### config.mk
export PLATFORM = sky130hd
export DESIGN_NAME = btb_ctrl
export DESIGN_NICKNAME = d
export VERILOG_FILES = /design/src/rtl/btb_ctrl_pkg.sv /design/src/rtl/btb_mp_classify.sv /design/src/rtl/btb_ctrl.sv
export SDC_FILE = /design/constraint.sdc
export NUM_CORES = 1
export LEC_CHECK = 0
export CAP_MARGIN = 20
export CORE_ASPECT_RATIO = 0.75
export CORE_MARGIN = 4
export CORE_UTILIZATION = 45
export DETAILED_ROUTE_END_ITERATION = 6
export GPL_TIMING_DRIVEN = 0
export PLACE_DENSITY = 0.85
export SETUP_SLACK_MARGIN = 0.2
export SYNTH_ARGS = -nofsm -noshare
export SYNTH_HDL_FRONTEND = slang
export SYNTH_SLANG_ARGS = --single-unit
### constraint.sdc
create_clock -name clk -period 4.87 [get_ports clk]
set_input_delay 0.487 -clock clk [delete_from_list [all_inputs] [get_ports clk]]
set_output_delay 0.487 -clock clk [all_outputs]
set_load 0.05 [all_outputs]
### src/rtl/btb_ctrl_pkg.sv
// Shared definitions for the BTB update controller: opcode constant, FSM
// state encoding and the kind of BTB correction a resolved branch needs.
package btb_ctrl_pkg;

  localparam logic [6:0] BR_OP = 7'b110_0011;

  typedef enum logic {
    ST_INIT,
    ST_RUN
  } ctrl_state_e;

  typedef enum logic [1:0] {
    MP_NONE,
    MP_RETARGET,
    MP_NOTTAKEN,
    MP_ALLOC
  } mp_kind_e;

  function automatic logic is_branch_op(input logic [6:0] opcode);
    return opcode == BR_OP;
  endfunction

endpackage

### src/rtl/btb_mp_classify.sv
// Combinational decode of a resolving branch: what went wrong with the IF
// prediction, whether to flush, and where fetch must restart.
module btb_mp_classify
  import btb_ctrl_pkg::*;
(
  input  logic        resolve,
  input  logic        predicted,
  input  logic        taken,
  input  logic [31:0] pc,
  input  logic [31:0] actual_target,
  input  logic [31:0] pred_target,
  output mp_kind_e    kind,
  output logic        mispredict,
  output logic [31:0] redirect_pc
);

  always_comb begin
    kind        = MP_NONE;
    mispredict  = 1'b0;
    redirect_pc = 32'h0;
    if (resolve) begin
      if (predicted) begin
        if (!taken) begin
          kind        = MP_NOTTAKEN;
          mispredict  = 1'b1;
          redirect_pc = pc + 32'd4;
        end else if (pred_target != actual_target) begin
          kind        = MP_RETARGET;
          mispredict  = 1'b1;
          redirect_pc = actual_target;
        end
      end else if (taken) begin
        kind        = MP_ALLOC;
        mispredict  = 1'b1;
        redirect_pc = actual_target;
      end
    end
  end

endmodule

### src/rtl/btb_ctrl.sv
// BTB update controller: invalidation sweep FSM, single registered BTB write
// port, round-robin victim allocation and branch/mispredict statistics.
module btb_ctrl
  import btb_ctrl_pkg::*;
#(
  parameter int  ENTRY_NUM = 64,
  localparam int IDX_W     = $clog2(ENTRY_NUM)
) (
  input  logic             clk,
  input  logic             rst,
  input  logic             InvalidateAll,
  input  logic             EnE,
  input  logic             IsBranchE,
  input  logic [31:0]      PCE,
  input  logic             BranchE,
  input  logic [31:0]      BrNPC,
  input  logic             PredictedE,
  input  logic [31:0]      PredPCE,
  input  logic [IDX_W-1:0] HitIdxE,
  output logic             MispredictE,
  output logic [31:0]      RedirectPC,
  output logic             BtbWe,
  output logic [IDX_W-1:0] BtbWIdx,
  output logic [31:0]      BtbWTag,
  output logic [31:0]      BtbWTarget,
  output logic             BtbWValid,
  output logic             Ready,
  output logic [31:0]      BranchCnt,
  output logic [31:0]      MissCnt
);

  localparam logic [IDX_W-1:0] IDX_ONE  = IDX_W'(1);
  localparam logic [IDX_W-1:0] IDX_LAST = IDX_W'(ENTRY_NUM - 1);

  ctrl_state_e      state;
  logic [IDX_W-1:0] sweep_idx;
  logic [IDX_W-1:0] victim;
  mp_kind_e         kind;
  logic             resolve;

  assign resolve = EnE & IsBranchE;

  btb_mp_classify u_classify (
    .resolve       (resolve),
    .predicted     (PredictedE),
    .taken         (BranchE),
    .pc            (PCE),
    .actual_target (BrNPC),
    .pred_target   (PredPCE),
    .kind          (kind),
    .mispredict    (MispredictE),
    .redirect_pc   (RedirectPC)
  );

  // BtbWe is a one-cycle strobe with the other BtbW* fields valid alongside
  // it; the BTB has no ready and must accept every strobe.
  always_ff @(posedge clk or posedge rst) begin
    if (rst) begin
      state      <= ST_INIT;
      sweep_idx  <= '0;
      victim     <= '0;
      BtbWe      <= 1'b0;
      BtbWIdx    <= '0;
      BtbWTag    <= 32'h0;
      BtbWTarget <= 32'h0;
      BtbWValid  <= 1'b0;
      Ready      <= 1'b0;
      BranchCnt  <= 32'h0;
      MissCnt    <= 32'h0;
    end else begin
      if (resolve) begin
        BranchCnt <= BranchCnt + 32'd1;
        if (MispredictE) MissCnt <= MissCnt + 32'd1;
      end
      case (state)
        ST_INIT: begin
          BtbWe      <= 1'b1;
          BtbWIdx    <= sweep_idx;
          BtbWTag    <= 32'h0;
          BtbWTarget <= 32'h0;
          BtbWValid  <= 1'b0;
          Ready      <= 1'b0;
          sweep_idx  <= sweep_idx + IDX_ONE;
          if (sweep_idx == IDX_LAST) state <= ST_RUN;
        end
        ST_RUN: begin
          Ready <= 1'b1;
          BtbWe <= 1'b0;
          if (InvalidateAll) begin
            state     <= ST_INIT;
            sweep_idx <= '0;
            Ready     <= 1'b0;
          end else begin
            case (kind)
              MP_RETARGET: begin
                BtbWe      <= 1'b1;
                BtbWIdx    <= HitIdxE;
                BtbWTag    <= PCE;
                BtbWTarget <= BrNPC;
                BtbWValid  <= 1'b1;
              end
              MP_NOTTAKEN: begin
                BtbWe      <= 1'b1;
                BtbWIdx    <= HitIdxE;
                BtbWTag    <= PCE;
                BtbWTarget <= RedirectPC;
                BtbWValid  <= 1'b0;
              end
              MP_ALLOC: begin
                BtbWe      <= 1'b1;
                BtbWIdx    <= victim;
                BtbWTag    <= PCE;
                BtbWTarget <= BrNPC;
                BtbWValid  <= 1'b1;
                victim     <= victim + IDX_ONE;
              end
              default: ;
            endcase
          end
        end
        default: state <= ST_INIT;
      endcase
    end
  end

endmodule

* Word level (Yosys, flattened, before mapping) *
Cells that the tools add are included.

cells by class
  bitwise logic cells = 3
  $add $sub $neg = 5
  mux-type cells = 36
  eq/ne operators = 10
  reductions and logical operators = 8

operator list
  operator                                                          count
  32-bit 2-to-1 mux                                                 8
  32-bit case mux with 2 select lines                               3
  32-bit by 1-bit adder with 32-bit output (second input constant)  2
  6-bit case mux with 2 select lines                                3
  32-bit by 3-bit adder with 32-bit output (second input constant)  1
  32-bit != test                                                    1
  6-bit by 1-bit adder with 6-bit output (second input constant)    2
  6-bit 2-to-1 mux                                                  2
  1-bit 2-to-1 mux                                                  11
  1-bit case mux with 2 select lines                                5
  2-bit 2-to-1 mux                                                  4
  2-bit AND reduction                                               4
  6-bit == test (second input constant)                             1
  2-bit != test (second input constant)                             3
  3-bit by 2-bit != test with 1-bit output (second input constant)  2
  2-bit == test (second input constant)                             2
  2-bit OR reduction                                                2
  3-bit AND reduction                                               1
  3-bit OR reduction                                                1
  2-bit by 1-bit == test with 1-bit output (second input constant)  1
  1-bit NOT                                                         2
  1-bit bitwise AND                                                 1

storage, ports and cells
  logic and storage cells = 73
  input bits = 109
  register bits after elaboration = 150
  output and inout port bits = 170

* Longest topological paths before layout *
Gate-level depths: netlist (run 1).

  depth after elaboration = 10
  gate-level depth with buffers = 12
  mapped depth without buffers = 10

* Cells and area by module *
Synthesis (run 1) repeated with hierarchy kept, for this count alone.

unflattened totals
  cell total of the unflattened synthesis = 769
  area total of the unflattened synthesis = 7,977.7 um^2

by module, submodules not included
  module           sequential area each (um^2)  times used  area an instance (um^2)  cells each
  btb_ctrl         3,753.6                      1           6,444.9                  548
  btb_mp_classify  0.0                          1           1,532.7                  221

* Worst setup path before layout (run 1) *
OpenSTA, ideal clock, no wires.

  kind = input to register
  start = input BrNPC[22]
  end = register BtbWIdx[0]
  path buffers = 2
  stages = 11
  data required time = 4,745 ps
  path slack = 2,004 ps
  data arrival time = 2,742 ps
  setup time = 125 ps
  cell sequence = xor2_1 nor4_2 nand4_1 o31ai_4 inv_4 buf_2 ha_1 clkbuf_1 nor2_1 o21ai_1 mux2_2

on the way
  longest elaborated chain between the ends = 10
  elaborated cells on any way between the ends = 14
  those cells by class = eq/ne: 5; mux: 7; reduce/logical: 2

ends and longest elaborated chain
  element                                                                           line                   source
  from (decl)                                                                       btb_ctrl.sv:16         input logic [31:0] BrNPC,
  32-bit != test (*)                                                                btb_mp_classify.sv:27  end else if (pred_target != actual_target) begin
  1-bit 2-to-1 mux (*)                                                              btb_mp_classify.sv:27
  2-bit 2-to-1 mux (*)                                                              btb_mp_classify.sv:23  if (!taken) begin
  2-bit 2-to-1 mux (*)                                                              btb_mp_classify.sv:22  if (predicted) begin
  2-bit 2-to-1 mux (*)                                                              btb_mp_classify.sv:21  if (resolve) begin
  2-bit == test / 2-bit by 1-bit == test with 1-bit output (equally long branches)  btb_ctrl.sv:94         case (kind)
  2-bit OR reduction (no source line)                                               --
  6-bit case mux with 2 select lines                                                btb_ctrl.sv:94
  6-bit 2-to-1 mux                                                                  btb_ctrl.sv:89         if (InvalidateAll) begin
  6-bit case mux with 2 select lines                                                btb_ctrl.sv:75         case (state)
  to (signal assigned)                                                              btb_ctrl.sv:78         BtbWIdx <= sweep_idx;
  to (signal assigned)                                                              btb_ctrl.sv:97         BtbWIdx <= HitIdxE;
  to (signal assigned)                                                              btb_ctrl.sv:104        BtbWIdx <= HitIdxE;
  to (decl)                                                                         btb_ctrl.sv:23         output logic [IDX_W-1:0] BtbWIdx,

Mark *: on every way between the ends. The rest lies on a longest branch, timed or not. The select of a mux whose other input is x is not followed.
A chain may end at the register's enable or synchronous reset.

* Worst setup path in the final report (run 1) *
  start = input BrNPC[2]
  end = output RedirectPC[2]

on the way
  longest elaborated chain between the ends = 5
  elaborated cells on any way between the ends = 6
  those cells by class = eq/ne: 1; mux: 5

ends and longest elaborated chain
  element                line                   source
  32-bit != test         btb_mp_classify.sv:27
  32-bit 2-to-1 mux      btb_mp_classify.sv:27
  32-bit 2-to-1 mux      btb_mp_classify.sv:23
  32-bit 2-to-1 mux (*)  btb_mp_classify.sv:22
  32-bit 2-to-1 mux (*)  btb_mp_classify.sv:21
  to (decl)              btb_ctrl.sv:21         output logic [31:0] RedirectPC,

Mark *: on every way between the ends. The rest lies on a longest branch, timed or not.

==> results of run 1 <==
[cells by family after synthesis]
logic type / synth area share
AOI/OAI and AO/OA: 0.165
xor gates and xnor gates: 0.145
adders and majority gates: 0.0130
buffers and inverters: 0.0311
DFF: 0.487
muxes: 0.0195
and+or+nand+nor: 0.140
[layout by cell type, fill, tap and decap left out, types with 9 or more instances in the layout]
cell type	n
sky130_fd_sc_hd__and3_1	13
sky130_fd_sc_hd__nor4_1	9
sky130_fd_sc_hd__clkbuf_16	17
sky130_fd_sc_hd__nand2_1	73
sky130_fd_sc_hd__o211ai_2	9
sky130_fd_sc_hd__o2bb2ai_1	36
sky130_fd_sc_hd__xnor2_1	77
sky130_fd_sc_hd__inv_1	12
sky130_fd_sc_hd__nand3_1	30
sky130_fd_sc_hd__a22o_1	60
sky130_fd_sc_hd__clkdlybuf4s50_1	278
sky130_fd_sc_hd__xor2_1	51
sky130_fd_sc_hd__and4_1	13
sky130_fd_sc_hd__dfrtp_1	150
sky130_fd_sc_hd__nand4_1	24
sky130_fd_sc_hd__clkbuf_1	28
sky130_fd_sc_hd__nor2_1	37
[flip-flops by register name, indices dropped and copies added (netlist names)]
name        cells
BranchCnt      32
BtbWTag        32
BtbWTarget     32
MissCnt        32
BtbWIdx         6
sweep_idx       6
victim          6
BtbWValid       1
BtbWe           1
Ready           1
state           1
[power by group]
group | internal, mW | switching [mW]
clock network | 0.666 | 0.575
registers | 1.34 | 0.104
logic | 0.350 | 0.584
total | 2.36 | 1.26
[cell type report]
| cell class | count | area (µm²) | share of cell area |
|---|---|---|---|
| Sequential cell | 150 | 3750 | 0.331 |
| Clock inverter | 14 | 116 | 0.0103 |
| Clock buffer | 18 | 429 | 0.0378 |
| Inverter | 14 | 60.1 | 0.00530 |
| Multi-Input combinational cell | 515 | 3720 | 0.328 |
| Tap cell | 215 | 269 | 0.0237 |
| Buffer | 38 | 185 | 0.0163 |
| Timing Repair Buffer | 279 | 2810 | 0.248 |
[how the worst max path moves through the flow]
stage / start / end / slack [ns] / depth (start not counted)
after floorplan: rst / BranchCnt[0] / 0.35 / 1
after global placement: rst / BtbWTag[9] / -1.76 / 2
after detailed placement: BrNPC[2] / RedirectPC[2] / 0.61 / 9
after CTS: BrNPC[2] / RedirectPC[2] / 0.60 / 9
after global routing: BrNPC[15] / RedirectPC[2] / 0.42 / 9
final: BrNPC[2] / RedirectPC[2] / 0.55 / 9
[synthesized netlist by cell type (all sizes together)]
cell type and instances:
dfrtp 150, or3 1, nand3b 1, mux2i 6, ha 8, o2bb2ai 36, o21ai 14, o31ai 2
a21oi 8, nor2 37, a21o 1, nand4 24, o211ai 14, clkbuf 27, o22ai 2, nor3 6
nor3b 1, nand2b 3, o2111ai 10, nand4b 2, xor2 51, buf 11, nand3 30, o21a 1
a22o 60, nand2 73, and4 13, a31oi 1, nor4 10, inv 14, mux2 8, and2 2
xnor2 77, and3 13
[routing by layer]
metal	routed length, µm	track usage	vias up
met3	2100	0.0795	56
met5	0	0	-
li1	-	-	3212
met2	12400	0.440	325
met1	10800	0.343	3429
met4	981	0.109	0
==> results.yml, run 1 <==
power:
  power.density_nw_per_um2: 319
  design_power_total_mw: 3.62
  maximum_vdd_drop_mv: 0.225
  static-leakage-power_nw: 4.66
synth:
  post-synth-top-area-cell: "sky130_fd_sc_hd__dfrtp_1"
  syn-num-nets: 834
  synthDominantCellAreaShare: 0.487
  syn-cell-area_um2: 7710
  syn_inst: 717
  ys_warn_count: 0
  flip_flop_and_latch_count_after_synthesis: 150
  synth_sequential_area_ratio: 0.487
  synthDistinctLibCells: 42
  post_synth.cell_area_avg_um2: 10.8
  top_cells_by_area_in_the_synthesized_netlist: "sky130_fd_sc_hd__dfrtp_1 (49%), sky130_fd_sc_hd__xnor2_1 (8.7%), sky130_fd_sc_hd__a22o_1 (6.8%)"
timing:
  least_margin_pin_slew_ns: 0.792
  final-setup-viol-count: 0
  final.setup_skew_ns: 0.0113
  post-route-worst-setup-slack_ns: 0.549
  period_needed_ns: 4.32
  fin_tns_setup_ns: 0
  drv_slew: 0
  fin_hold_ws_ns: 0.478
  achievable-frequency_ghz: 0.231
  fin_crit_sh: 0.887
  worst_slew_margin_relative_to_its_limit: 0.471
  rsz_0062_raised_after_global_routing: "false"
  finalHoldViolCount: 0
global_routing:
  wire_length_of_the_first_global_routing_pass_um: 40900
  globalRouteTotalUtil: 0.271
  antenna_found_initial: 0
  grt_start_max_net_pins: 87
  first_global_vias: 7195
  grt_remaining_overflow: 0
worst_setup_path:
  slowest_stage: "sky130_fd_sc_hd__clkdlybuf4s50_1"
  cp_num_buf_inv: 4
  worstSetupPathType: "primary input to output port"
  startpoint_type: "primary input"
  reg2reg_from: "MissCnt[3]"
  rr_endpoint: "MissCnt[31]"
  worst_path_most_repeated_cell: "sky130_fd_sc_hd__clkdlybuf4s50_1"
  critical-path-top-delay-family: "buffers and inverters"
  timing.critical_path.arrival_ns: 3.83
  critical_path_required_ns: 4.38
  kind_of_end_point_of_the_critical_path: "output port"
  worst_r2r_path_depth: 6
  path_cells: "clkdlybuf4s50_1 -> xor2_1 -> nor4_1 -> nand4_1 -> o31ai_4 -> inv_4 -> buf_2 -> o2bb2ai_1 -> clkdlybuf4s50_1"
  slack_of_the_worst_reg_to_reg_path_ns: 2.46
  maximum_fanout_count_along_the_critical_path: 10
  timing.critical_path.slowest_cell_delay_ns: 0.75
drt:
  antenna_left: 0
  routed_wl_um: 26300
  number_of_vias_in_the_routed_layout: 7022
  detailedRoute.firstIterationViolations: 539
  drtPass1Iterations: 7
  route.detailed.vias_per_inst: 5.65
  remaining_drc_errors: 0
  avgRoutedWirePerCell_um: 21.2
clock_network:
  cts_setup_buffers: 0
  clk_pin_slew_ns: 0.06
  level_count_of_the_clock_h_tree: 4
  cts.path.max_buffers: 2
  cts-root-buf: "sky130_fd_sc_hd__clkbuf_16"
  cts.repair.resized: 0
  cts_tree: "built"
  worstSkewPairLatency_ns: 0.42
  clock_buffer_count_from_cts: 17
  cts_sinks: 150
  hold_bufs_at_cts: 0
layout:
  layout-drive-gt1-share: 0.0632
  area_growth_syn_to_layout_pct: 47.1
  layout.cell_area.non_filler_um2: 11300
  fin_cells: 1243
  layout.nets: 1132
  postLayoutCoreUtil: 0.674
  final.fill_count: 1260
  diodes: 0
placement:
  place_worst_setup_slack_ns: 0.608
  detailed_place.area_um2: 10800
  portBuffers: 278
  place.gp.congestion: 0.902
  dp.cells: 1211
  hpwlAfterDp_um: 20400
die:
  die_height_um: 121
  die_width_um: 159
  die_area_um2: 19300
  floorplan.rows: 41
  start_util: 0.458
  boundary_pins: 279
  placeableCoreArea_um2: 16800
status:
  status: "finished clean"
worst_hold_path:
  holdPathEnd: "victim[5]"
  hp_start: "victim[5]"
  hold_class: "flip-flop to flip-flop"
  number_of_cells_traversed_by_the_worst_hold_path: 1
run:
  drv_cap: 0
Power figures use the tool's default switching activity.
==> inputs of run 2 (changes only) <==
--- a/config.mk
+++ b/config.mk
@@ -6,7 +6,7 @@
 export NUM_CORES = 1
 export LEC_CHECK = 0
 export CAP_MARGIN = 20
-export CORE_ASPECT_RATIO = 0.75
+export CORE_ASPECT_RATIO = 1.1
 export CORE_MARGIN = 4
 export CORE_UTILIZATION = 45
 export DETAILED_ROUTE_END_ITERATION = 6
==> results.yml, run 2 (same netlist as run 1, synthesis figures left out) <==
die:
  die_height_um: 145
  die_width_um: 133
  boundary_pins: 279
  die_area_um2: 19300
  placeableCoreArea_um2: 16600
  floorplan.rows: 49
  start_util: 0.464
global_routing:
  globalRouteTotalUtil: 0.276
  first_global_vias: 7297
  grt_start_max_net_pins: 91
  wire_length_of_the_first_global_routing_pass_um: 41600
  grt_remaining_overflow: 0
  antenna_found_initial: 2
clock_network:
  clk_pin_slew_ns: 0.07
  cts.path.max_buffers: 2
  clock_buffer_count_from_cts: 17
  cts_sinks: 150
  worstSkewPairLatency_ns: 0.42
  hold_bufs_at_cts: 0
  cts_tree: "built"
  cts-root-buf: "sky130_fd_sc_hd__clkbuf_16"
  level_count_of_the_clock_h_tree: 4
  cts_setup_buffers: 0
  cts.repair.resized: 0
power:
  power.density_nw_per_um2: 326
  sequential_power_share: 0.388
  maximum_vdd_drop_mv: 0.234
  pwr-share-clk: 0.362
  combPwrFrac: 0.250
  switching_power_mw: 1.25
  power_report.internal_total_mw: 2.47
  design_power_total_mw: 3.72
  static-leakage-power_nw: 4.70
  power_switching_share: 0.336
layout:
  diodes: 0
  layout_common_cells: "sky130_fd_sc_hd__clkdlybuf4s50_1 (278), sky130_fd_sc_hd__dfrtp_1 (150), sky130_fd_sc_hd__xnor2_1 (77)"
  layout.nets: 1132
  postLayoutCoreUtil: 0.687
  most_frequent_standard_cell_in_the_layout_excluding_fill_and_tap_cells: "sky130_fd_sc_hd__clkdlybuf4s50_1"
  layout.cell_area.non_filler_um2: 11400
  layout-drive-gt1-share: 0.0642
  area_growth_syn_to_layout_pct: 48.0
timing:
  least_margin_pin_slew_ns: 0.750
  post-route-worst-setup-slack_ns: 0.575
  final-setup-viol-count: 0
  drv_slew: 0
  finalHoldViolCount: 0
  fin_hold_ws_ns: 0.471
  rsz_0062_raised_after_global_routing: "false"
  achievable-frequency_ghz: 0.233
  worst_slew_margin_relative_to_its_limit: 0.499
  final.setup_skew_ns: 0.00894
  period_needed_ns: 4.29
  fin_crit_sh: 0.882
placement:
  place_worst_setup_slack_ns: 0.553
  portBuffers: 278
  place.gp.congestion: 0.866
  detailed_place.area_um2: 10800
  hpwlAfterDp_um: 21000
drt:
  routed_wl_um: 26800
  detailedRoute.firstIterationViolations: 450
  drtPass1Iterations: 5
  antenna_left: 0
  route.detailed.vias_per_inst: 5.57
  avgRoutedWirePerCell_um: 21.3
  number_of_vias_in_the_routed_layout: 6998
  remaining_drc_errors: 0
run:
  drv_cap: 0
worst_setup_path:
  startpoint_type: "primary input"
  slowest_stage: "sky130_fd_sc_hd__clkdlybuf4s50_1"
  kind_of_end_point_of_the_critical_path: "output port"
  timing.critical_path.slowest_cell_delay_ns: 0.76
  critical_path_required_ns: 4.38
  path_cells: "clkdlybuf4s50_1 -> xor2_1 -> nor4_1 -> nand4_1 -> o31ai_4 -> inv_4 -> buf_2 -> o2bb2ai_1 -> clkdlybuf4s50_1"
  timing.critical_path.arrival_ns: 3.81
  worst_path_most_repeated_cell: "sky130_fd_sc_hd__clkdlybuf4s50_1"
  maximum_fanout_count_along_the_critical_path: 10
  worstSetupPathType: "primary input to output port"
status:
  status: "finished clean"
worst_hold_path:
  hold_class: "flip-flop to flip-flop"
==> run 2: cell count changes in the layout (fill, tap and decap cells not counted) <==
cell / before / now
sky130_fd_sc_hd__inv_6: 8 / 7
sky130_fd_sc_hd__clkbuf_8: 0 / 1
sky130_fd_sc_hd__clkinvlp_4: 4 / 2
sky130_fd_sc_hd__clkbuf_1: 28 / 27
sky130_fd_sc_hd__clkinv_4: 1 / 2
sky130_fd_sc_hd__bufinv_16: 0 / 2
==> run 2: power by group through the flow <==
stage	registers (mW)	logic (mW)	clock network, mW
final	1.45	0.930	1.35
after global routing	1.46	0.988	1.41
after CTS	1.44	0.931	1.36
after detailed placement	1.46	0.925	0
after global placement	1.46	0.908	0
after floorplan	1.68	0.320	0
==> run 2: cell type report <==
| cell class | count | area (µm²) |
|---|---|---|
| clock inverter | 14 | 161 |
| multi-input combinational | 515 | 3720 |
| timing repair buffer | 279 | 2810 |
| sequential | 150 | 3750 |
| buffer | 38 | 185 |
| fill | 1224 | 5200 |
| inverter | 14 | 60.1 |
| clock buffer | 18 | 439 |
| tap | 229 | 287 |
==> run 2: final timing paths <==
kind / slack [ns] / end / depth (start not counted) / from
setup / recovery: 0.58 / RedirectPC[30] / 9 / BrNPC[28]
hold / removal: 0.47 / BranchCnt[31] / 1 / BranchCnt[31]
setup reg to reg: 2.53 / MissCnt[30] / 6 / MissCnt[3]
hold reg to reg: 0.47 / BranchCnt[31] / 1 / BranchCnt[31]
max in group asynchronous: 3.52 / BtbWTag[13] / 3 / rst
min in group asynchronous: 0.51 / BtbWIdx[1] / 2 / rst
==> run 2: per-layer routing <==
layer	part of all wire	global-route usage
met3	0.084	0.0821
met1	0.39	0.330
met2	0.49	0.470
met5	0.00093	0
met4	0.035	0.106
==> run 2: through the flow <==
step           setup TNS (ns)  cells
3_5_place_dp                0   1225
2_1_floorplan               0    717
4_1_cts                     0   1257
3_3_place_gp          -249.97   1224
5_1_grt                     0   1257
6_report                    0   1257
==> run 2: worst max-delay path: cells and delay by family <==
kind | cells | cell delay (ns)
xor gates and xnor gates | 1 | 0.22
AOI/OAI and AO/OA | 2 | 0.67
and+or+nand+nor | 2 | 0.79
buffers and inverters | 4 | 1.62
==> inputs of run 3 (changes only) <==
--- a/config.mk
+++ b/config.mk
@@ -6,7 +6,7 @@
 export NUM_CORES = 1
 export LEC_CHECK = 0
 export CAP_MARGIN = 20
-export CORE_ASPECT_RATIO = 1.1
+export CORE_ASPECT_RATIO = 1.5
 export CORE_MARGIN = 4
 export CORE_UTILIZATION = 45
 export DETAILED_ROUTE_END_ITERATION = 6
==> results.yml, run 3 (same netlist as run 1, synthesis figures left out) <==
status:
  status: "finished clean"
global_routing:
  grt-busiest-layer: "met2"
  global_route.usage.met2: 0.500
  groute.layer.met3.usage: 0.0766
  antenna_found_initial: 0
  grt_remaining_overflow: 0
  first_global_vias: 7399
  grt_start_max_net_pins: 77
  groute.layer.met1.usage: 0.325
  wire_length_of_the_first_global_routing_pass_um: 42200
  globalRouteTotalUtil: 0.285
placement:
  hpwlAfterDp_um: 21500
  portBuffers: 278
  place_worst_setup_slack_ns: 0.444
  place.gp.congestion: 0.943
  detailed_place.area_um2: 10800
  dp.cells: 1207
worst_setup_path:
  maximum_fanout_count_along_the_critical_path: 10
  startpoint_type: "primary input"
  path_cells: "clkdlybuf4s50_1 -> xor2_1 -> nor4_1 -> nand4_1 -> o31ai_4 -> inv_4 -> buf_6 -> a22o_1 -> clkdlybuf4s50_1"
  critical_path_required_ns: 4.38
  worst_path_most_repeated_cell: "sky130_fd_sc_hd__clkdlybuf4s50_1"
  slowest_stage: "sky130_fd_sc_hd__clkdlybuf4s50_1"
  timing.critical_path.arrival_ns: 3.89
  timing.critical_path.slowest_cell_delay_ns: 0.73
  worstSetupPathType: "primary input to output port"
  kind_of_end_point_of_the_critical_path: "output port"
drt:
  route.detailed.vias_per_inst: 5.61
  routed_wl_um: 27300
  avgRoutedWirePerCell_um: 22.0
  remaining_drc_errors: 0
  detailedRoute.firstIterationViolations: 548
  drtPass1Iterations: 5
  number_of_vias_in_the_routed_layout: 6954
  antenna_left: 0
power:
  power_switching_share: 0.316
  power_report.internal_total_mw: 2.68
  static-leakage-power_nw: 4.75
  switching_power_mw: 1.23
  power.density_nw_per_um2: 340
  maximum_vdd_drop_mv: 0.461
  sequential_power_share: 0.369
  combPwrFrac: 0.240
  pwr-share-clk: 0.391
die:
  placeableCoreArea_um2: 16800
  die_width_um: 115
  boundary_pins: 279
  start_util: 0.458
  die_area_um2: 19300
  die_height_um: 168
  floorplan.rows: 58
clock_network:
  level_count_of_the_clock_h_tree: 4
  cts-root-buf: "sky130_fd_sc_hd__clkbuf_16"
  hold_bufs_at_cts: 0
  cts_sinks: 150
  cts_tree: "built"
  worstSkewPairLatency_ns: 0.42
  clk_pin_slew_ns: 0.07
  cts_setup_buffers: 0
  cts.repair.resized: 0
  clock_buffer_count_from_cts: 17
  cts.path.max_buffers: 2
timing:
  final.setup_skew_ns: 0.0105
  fin_crit_sh: 0.899
  drv_slew: 0
  worst_slew_margin_relative_to_its_limit: 0.459
  achievable-frequency_ghz: 0.228
  period_needed_ns: 4.38
  finalHoldViolCount: 0
  final-setup-viol-count: 0
  post-route-worst-setup-slack_ns: 0.492
  rsz_0062_raised_after_global_routing: "false"
  least_margin_pin_slew_ns: 0.810
layout:
  area_growth_syn_to_layout_pct: 49.1
  diodes: 0
  layout.nets: 1133
  most_frequent_standard_cell_in_the_layout_excluding_fill_and_tap_cells: "sky130_fd_sc_hd__clkdlybuf4s50_1"
  layout.cell_area.non_filler_um2: 11500
  layout_common_cells: "sky130_fd_sc_hd__clkdlybuf4s50_1 (278), sky130_fd_sc_hd__dfrtp_1 (150), sky130_fd_sc_hd__xnor2_1 (77)"
  layout-drive-gt1-share: 0.0641
  fin_cells: 1239
worst_hold_path:
  hold_class: "flip-flop to flip-flop"
run:
  drv_cap: 0
## run 3: through the flow
stage | utilization | total power [mW] | setup TNS, ns | hold slack (ns)
floorplan | - | 2.00 | 0 | 0.445
global placement | 0.639 | 2.37 | -246.65 | 0.458
detailed placement | 0.643 | 2.40 | 0 | 0.467
global route | 0.683 | 4.06 | 0 | 0.503
CTS | 0.683 | 3.93 | 0 | 0.475
finish | 0.683 | 3.91 | 0 | 0.471
## run 3: routing by layer
layer | wire length [µm] | up-vias
met5 | 0 | -
met4 | 973 | 0
met3 | 1980 | 58
met2 | 14300 | 317
met1 | 9990 | 3380
li1 | - | 3199
## run 3: layout make-up
class	instances	area, µm²
clock inverter	13	241
clock buffer	19	443
fill	1298	5330
buffer	38	185
multi-input combinational	515	3720
inverter	14	60.1
timing repair buffer	280	2840
tap	210	263
sequential	150	3750
## run 3: critical path: cells and delay by family
kind                      cells  cell delay [ns]
and+or+nand+nor               2             0.88
xor gates and xnor gates      1             0.24
AOI/OAI and AO/OA             2             0.77
buffers and inverters         4             1.51
## run 3: final timing paths
path	startpoint	to	slack, ns	cells after the start
worst max-delay path	BrNPC[28]	RedirectPC[14]	0.49	9
worst min-delay path	BranchCnt[31]	BranchCnt[31]	0.47	1
worst max register to register	MissCnt[3]	MissCnt[31]	2.42	6
worst min register to register	BranchCnt[31]	BranchCnt[31]	0.47	1
max in group asynchronous	rst	BtbWTarget[27]	3.97	3
min in group asynchronous	rst	BtbWIdx[0]	0.56	3
## run 3: power groups by stage
stage                     clock network (mW)  logic [mW]  registers [mW]
after floorplan                            0       0.320            1.68
after global placement                     0       0.912            1.46
after detailed placement                   0       0.934            1.46
after CTS                               1.54       0.944            1.44
after global routing                    1.61       0.994            1.46
final                                   1.53       0.937            1.45
